<file path="src/rtl/fetch_unit.sv">
// fetch_unit: sequential PC fetcher feeding a small in-order instruction queue,
// with redirect-driven flush and misaligned-target flagging.
module fetch_unit #(
    parameter logic [31:0] RESET_PC = 32'h0000_0000,
    parameter int          QDEPTH   = 2
) (
    input  logic        clk,
    input  logic        reset_n,
    input  logic        fetch_en,
    output logic [31:0] imem_addr,
    input  logic [31:0] imem_rd_instr,
    input  logic        redirect_valid,
    input  logic [31:0] redirect_pc,
    output logic        out_valid,
    input  logic        out_ready,
    output logic [31:0] out_instr,
    output logic [31:0] out_pc,
    output logic [2:0]  q_count,
    output logic        misalign_err
);
    localparam logic [1:0] IDLE  = 2'd0;
    localparam logic [1:0] FETCH = 2'd1;
    localparam logic [1:0] STALL = 2'd2;
    localparam int         AW    = (QDEPTH == 4) ? 2 : 1;
    localparam logic [2:0] FULL  = 3'(QDEPTH);

    logic [1:0]    state, state_next;
    logic [31:0]   fetch_pc;
    logic [AW-1:0] head, tail;
    logic [31:0]   q_instr [QDEPTH];
    logic [31:0]   q_pc    [QDEPTH];
    logic          full, pop, push;
    logic [2:0]    count_next;

    assign imem_addr  = fetch_pc;
    assign out_valid  = q_count != 3'd0;
    assign out_instr  = out_valid ? q_instr[head] : 32'h0;
    assign out_pc     = out_valid ? q_pc[head] : 32'h0;
    assign full       = q_count == FULL;
    assign pop        = out_valid && out_ready;
    assign push       = state == FETCH && fetch_en && !redirect_valid && (!full || pop);
    assign count_next = redirect_valid ? 3'd0 : q_count + {2'b00, push} - {2'b00, pop};

    // Redirect overrides everything; otherwise fetch_en=0 parks every state in IDLE.
    always_comb begin
        state_next = state;
        if (redirect_valid) state_next = fetch_en ? FETCH : IDLE;
        else if (!fetch_en) state_next = IDLE;
        else if (state == IDLE) state_next = FETCH;
        else if (state == FETCH && count_next == FULL && !pop) state_next = STALL;
        else if (state == STALL && pop) state_next = FETCH;
    end

    always_ff @(posedge clk or negedge reset_n) begin
        if (!reset_n) begin
            state        <= IDLE;
            fetch_pc     <= RESET_PC;
            head         <= '0;
            tail         <= '0;
            q_count      <= 3'd0;
            misalign_err <= 1'b0;
        end else begin
            state        <= state_next;
            q_count      <= count_next;
            misalign_err <= redirect_valid && redirect_pc[1:0] != 2'b00;
            fetch_pc     <= redirect_valid ? {redirect_pc[31:2], 2'b00} : push ? fetch_pc + 32'd4 : fetch_pc;
            head         <= redirect_valid ? '0 : head + AW'(pop);
            tail         <= redirect_valid ? '0 : tail + AW'(push);
        end
    end

    // Payload storage needs no reset: outputs are masked while the queue is empty.
    always_ff @(posedge clk) begin
        if (push) begin
            q_instr[tail] <= imem_rd_instr;
            q_pc[tail]    <= fetch_pc;
        end
    end
endmodule

</file>
<file path="config.mk">
export PLATFORM = sky130hd
export DESIGN_NAME = fetch_unit
export DESIGN_NICKNAME = d
export VERILOG_FILES = /design/src/rtl/fetch_unit.sv
export SDC_FILE = /design/constraint.sdc
export NUM_CORES = 1
export LEC_CHECK = 0
export BUFFER_PORTS_ARGS = -buffer_cell sky130_fd_sc_hd__buf_2
export CORE_ASPECT_RATIO = 1.5
export CORE_MARGIN = 5
export CORE_UTILIZATION = 40
export CTS_CLUSTER_DIAMETER = 200
export DETAILED_ROUTE_END_ITERATION = 8
export PLACE_DENSITY = 0.72
export SLEW_MARGIN = 20
export SYNTH_ARGS = -nofsm -noshare
export SYNTH_HDL_FRONTEND = slang
export SYNTH_SLANG_ARGS = --single-unit
export TNS_END_PERCENT = 5
</file>
<file path="constraint.sdc">
create_clock -name clk -period 3.9 [get_ports clk]
set_input_delay 0.39 -clock clk [delete_from_list [all_inputs] [get_ports clk]]
set_output_delay 0.39 -clock clk [all_outputs]
set_load 0.05 [all_outputs]
</file>
After elaboration in Yosys (flattened, before gate mapping)
Memory sizes are Yosys's and may differ from the RTL's.
Cells that the tools add are included.
{"block": "word_totals", "ff_bits": 40, "ramBits": 128, "out_inout_bits": 101, "elab_cells": 49, "mem_count": 2}
{"block": "classes", "addsub": 5, "eq_ne": 5, "n_mux": 15, "reduce_logical": 16}
{"name": "q_instr", "words": 2, "width": 32, "read_ports": 1, "rd_ports_with_merged_regs": 0, "wr": 1, "line": "30", "rtl": "logic [31:0] q_instr [QDEPTH];"}
{"name": "q_pc", "words": 2, "width": 32, "read_ports": 1, "rd_ports_with_merged_regs": 0, "wr": 1, "line": "31", "rtl": "logic [31:0] q_pc [QDEPTH];"}
{"operator": "32-bit 2-to-1 mux", "count": 4}
{"operator": "32-bit by 3-bit adder with 32-bit output, second input constant", "count": 1}
{"operator": "2-bit 2-to-1 mux", "count": 5}
{"operator": "1-bit logical AND", "count": 8}
{"operator": "3-bit by 2-bit equality test with 1-bit output, second input constant", "count": 2}
{"operator": "1-bit 2-to-1 mux", "count": 5}
{"operator": "5-bit by 1-bit != test with 1-bit output, second input constant", "count": 1}
{"operator": "2-bit nonzero test", "count": 2}
{"operator": "3-bit by 1-bit adder with 3-bit output", "count": 1}
{"operator": "1-bit zero test", "count": 3}
{"operator": "3-bit 2-to-1 mux", "count": 1}
{"operator": "3-bit nonzero test", "count": 1}
{"operator": "3-bit by 1-bit subtractor with 3-bit output", "count": 1}
{"operator": "1-bit adder", "count": 2}
{"operator": "2-bit by 1-bit equality test with 1-bit output, second input constant", "count": 1}
{"operator": "2-bit equality test, second input constant", "count": 1}
{"operator": "2-bit zero test", "count": 1}
{"operator": "1-bit logical OR", "count": 1}

Depth between registers and ports, before layout
{"block": "logic_depth", "ltp_word": 14, "mapped_depth": 13}

Worst setup path after synthesis
OpenSTA, ideal clock, no wires.
{"block": "synth_timing", "path_kind": "reg-to-reg", "start": "register q_count[2]", "end": "memory q_instr[1][0] (enable)", "setup_ns": 0.427, "t_arrival_ns": 2.815, "required_ns": 3.473, "slack_ns": 0.658, "path_stages_with_launch": 7, "period_less_slack_ns": 3.242, "cell_sequence": "dfrtp_1 or4b_4 nand2_4 inv_2 buf_6 buf_6 ha_1"}
{"block": "synth_between", "elab_chain_len": 6, "word_cells_on_any_way": 8, "cone_classes": "eq/ne: 1; mux: 2; reduce/logical: 5"}
{"item": "start, declared", "line": "18", "rtl": "output logic [2:0] q_count,"}
{"item": "start signal, assigned", "line": "64", "rtl": "q_count <= count_next;"}
{"item": "3-bit by 2-bit equality test with 1-bit output or 3-bit nonzero test (tied branches)", "line": "39, 36"}
{"item": "1-bit zero test or 1-bit logical AND (tied branches)", "line": "41, 40"}
{"item": "1-bit logical OR (*)", "line": "41", "rtl": "assign push = state == FETCH && fetch_en && !redirect_valid && (!full || pop);"}
{"item": "1-bit logical AND (*)", "line": "41"}
{"item": "1-bit 2-to-1 mux (*)", "line": "74", "rtl": "if (push) begin"}
{"item": "1-bit 2-to-1 mux (implied by the code) (*)", "line": "75", "rtl": "q_instr[tail] <= imem_rd_instr;"}
{"item": "end, declared", "line": "30"}
Mark *: on every way between the ends. The rest lies on a longest branch, timed or not.

Worst setup path in the final report
{"block": "layout_timing", "start": "register q_count[1]", "end": "register state[0]"}
{"block": "layout_between", "elab_chain_len": 14, "word_cells_on_any_way": 19, "cone_classes": "add/sub: 2; eq/ne: 3; mux: 5; reduce/logical: 9"}
{"item": "3-bit by 2-bit equality test with 1-bit output or 3-bit nonzero test (tied branches)", "line": "39, 36"}
{"item": "1-bit zero test or 1-bit logical AND (tied branches)", "line": "41, 40"}
{"item": "1-bit logical OR", "line": "41"}
{"item": "1-bit logical AND", "line": "41"}
{"item": "3-bit by 1-bit adder with 3-bit output", "line": "42", "rtl": "assign count_next = redirect_valid ? 3'd0 : q_count + {2'b00, push} - {2'b00, pop};"}
{"item": "3-bit by 1-bit subtractor with 3-bit output (*)", "line": "42"}
{"item": "3-bit 2-to-1 mux (*)", "line": "42"}
{"item": "via count_next[1]", "line": "33", "rtl": "logic [2:0] count_next;"}
{"item": "3-bit by 2-bit equality test with 1-bit output (*)", "line": "50", "rtl": "else if (state == FETCH && count_next == FULL && !pop) state_next = STALL;"}
{"item": "1-bit logical AND (*) (2 in a row)", "line": "50"}
{"item": "2-bit 2-to-1 mux", "line": "50"}
{"item": "2-bit 2-to-1 mux", "line": "49", "rtl": "else if (state == IDLE) state_next = FETCH;"}
{"item": "2-bit 2-to-1 mux", "line": "48", "rtl": "else if (!fetch_en) state_next = IDLE;"}
{"item": "2-bit 2-to-1 mux", "line": "47", "rtl": "if (redirect_valid) state_next = fetch_en ? FETCH : IDLE;"}
{"item": "end signal, assigned", "line": "63", "rtl": "state <= state_next;"}
{"item": "end, declared", "line": "27", "rtl": "logic [1:0] state, state_next;"}
The timed path passes the listed nets; every way through them passes the cells marked *.
A chain may end at the register's enable or synchronous reset.

==> qor.csv <==
metric;value;unit
number of synthesized register bits;162;
reg2reg start;q_count[1];
synth warn;0;
CTS tree;yes;
final clock period utilization by the worst path;80.1;%
Critical Path RT;4.21;ns
wire length on met1;6420;um
H-tree Lvls;4;
Worst Hold Class;in -> async;
post-synthesis sequential area ratio;67.0;%
largest net degree at the start of global routing;64;
final WL;16300;um
post_cts resized;0;
list of most frequent post-synthesis cells;edfxtp_1, nor2_1, mux2i_1;
Syn Inst Count;528;
core area;17300;sq um
Worst Path Arrival;3.43;ns
die area;20300;sq um
setup_tns;0;ns
first-pass GRT wire length;25400;um
residual DRC count;0;
fin. max-slew vios;0;
Port Buffers;165;
drt pass-1 iters;4;
status;completed;
hold_buf cts;0;
Fill cells;1551;
row count;59;
CTS Buffer Depth;2;
Pleak;3.46;nW
setup bufs post-CTS;0;
Root Driver;clkbuf_16;
Post-synth ARST share;23.5;%
number of global-route vias before repair;4836;
Post-DP HPWL;10900;um
# Max-Cap Violations;0;
clock skew;0.0102;ns
CTS sink cnt;162;
crit path to;state[0];
Worst Setup Start Kind;register;
RSZ-0062 raised after global routing;no;
top post-synthesis cells by area;edfxtp_1, dfrtp_1, mux2i_1, nor2_1, nand2_1;
Final Power;0.00675;W
worst skew pair latency;0.42;ns
drt via density;5.17;
Critical Path Start;q_count[1];
Hold Slack;0.0984;ns
GRT Total Usage;15.9;%
Initial Util;40.4;%
chip width;118;um
min Tclk post-route;3.12;ns
cells on worst reg2reg path;11;
1st-iter DRT viols;308;
worst reg-to-reg setup slack;0.78;ns
Final setup violation count;0;
cell area after synthesis;6980;sq um
Peak VDD IR;727;uV
Clock transition at path regs;0.07;ns
CP Max Fanout;26;
Setup CP Type;reg -> reg;
placer congestion estimate;0.794;
crit end category;register;
Area Overhead vs Synth;23.5;%
top layer used by detailed routing;met4;
I/O pins;170;
Yosys top cell area share;53.3;%
mean area per synthesized cell;13.2;sq um
top-count cell post-synth;edfxtp_1;
FMAX;320;MHz
GRT overflow;0;
WL met3;696;um
Slew @ Worst Pin;0.924;ns
Post-synth EDFFs;124;
DR WL/cell;17.8;um
number of buffers created by CTS;17;
largest area contributor in the netlist;edfxtp_1;
normalized max-slew margin;38.4;%
Antenna Nets Post-Route;0;
total number of vias;4735;
WL met2;8910;um
R2R Path End;state[0];
Die Height;172;um
top_reg_cell synth;edfxtp_1;
Netlist cell types;54;
fraction of layout cells with a size suffix above 1;30.7;%
final hold violation count;0;
initial antenna violation count;0;
pwr dens;783;nW/um^2
antenna cells;0;
Nets;764;
[area by class of cell]
cell class	count	area [sq um]	share of cell area (%)
sequential	162	4680	54.3
clock buffer	17	425	4.94
timing repair buffer	168	861	9.99
inverter	13	48.8	0.566
multi-input combinational	328	2160	25.1
tap	213	267	3.09
clock inverter	15	180	2.09
[power by group]
group	switching (W)	internal, W
logic	0.00217	0.000671
clock network	0.000691	0.00101
registers	0.000214	0.00199
total	0.00307	0.00368
[metrics by stage]
| step | setup WS, ns | cell area, sq um | cells | util [%] |
|---|---|---|---|---|
| after global placement | 0.842 | 7990 | 883 | 46.3 |
| after detailed placement | 0.786 | 7990 | 883 | 46.3 |
| after CTS | 0.761 | 8600 | 915 | 49.8 |
| after global routing | 0.661 | 8620 | 916 | 49.9 |
| after floorplan | 0.658 | 6990 | 531 | - |
| final | 0.777 | 8620 | 916 | 49.9 |
[how the worst min path moves through the flow]
| stage | start | to | slack [ns] | depth (start not counted) |
|---|---|---|---|---|
| global placement | imem_addr[31] | q_pc[0][31] | 0.56 | 0 |
| detailed placement | imem_addr[31] | q_pc[1][31] | 0.56 | 0 |
| CTS | reset_n | imem_addr[29] | 0.12 | 1 |
| global route | imem_rd_instr[29] | q_instr[0][29] | 0.14 | 1 |
| finish | reset_n | imem_addr[29] | 0.1 | 1 |
| floorplan | reset_n | head | 0.09 | 0 |
[cells in the final DEF, fill, tap and decap left out, drive strengths merged, types with 3 or more instances in the layout]
cell type  count
buf          168
nand2         35
clkinv         7
o21ai         18
bufinv         3
clkbuf        17
ha             4
mux2i         66
conb           4
and2           3
a22oi          3
o311ai         9
inv           17
nor3           7
a21oi          5
nand3         21
nor4           5
a21o           3
dfrtp         38
and3           5
a31oi          4
nand4          9
nor2          88
edfxtp       124
o211ai         3
nand2b         4
a221o          5
nor2b          4
[routing by layer]
metal	vias up	track usage (%)
met5	-	0
met4	0	6.19
met3	22	3.16
met2	137	29.4
met1	2311	18.0
li1	2265	-
[flip-flops by register name (all words and copies together) (netlist names)]
register	flops
q_count	3
imem_addr	30
q_instr	64
head	1
q_pc	60
state	2
misalign_err	1
tail	1
[worst max-delay path, stage by stage, from the launching register on]
cell and delay [ns]:
dfrtp_1 0.50, or4b_4 0.52, nand2_4 0.26, inv_2 0.26
a21o_1 0.23, ha_1 0.18, inv_1 0.06, fa_1 0.40
nor2_1 0.12, and3_1 0.16, o21ai_0 0.09, and3_1 0.20
[logic make-up (layout without fill, tap and decap cells)]
family / count (synthesis) / after routing / share of synthesized area [%]
buf+inv: 41 / 213 / 2.72
xor+xnor: 4 / 4 / 0.502
mux: 68 / 68 / 9.78
flops: 162 / 162 / 67.0
simple gates: 190 / 190 / 13.3
fa+ha+maj: 5 / 5 / 1.00
compound gates: 57 / 57 / 5.70
other cells: 1 / 4 / 0.0537
(Power assumes the default switching activity.)
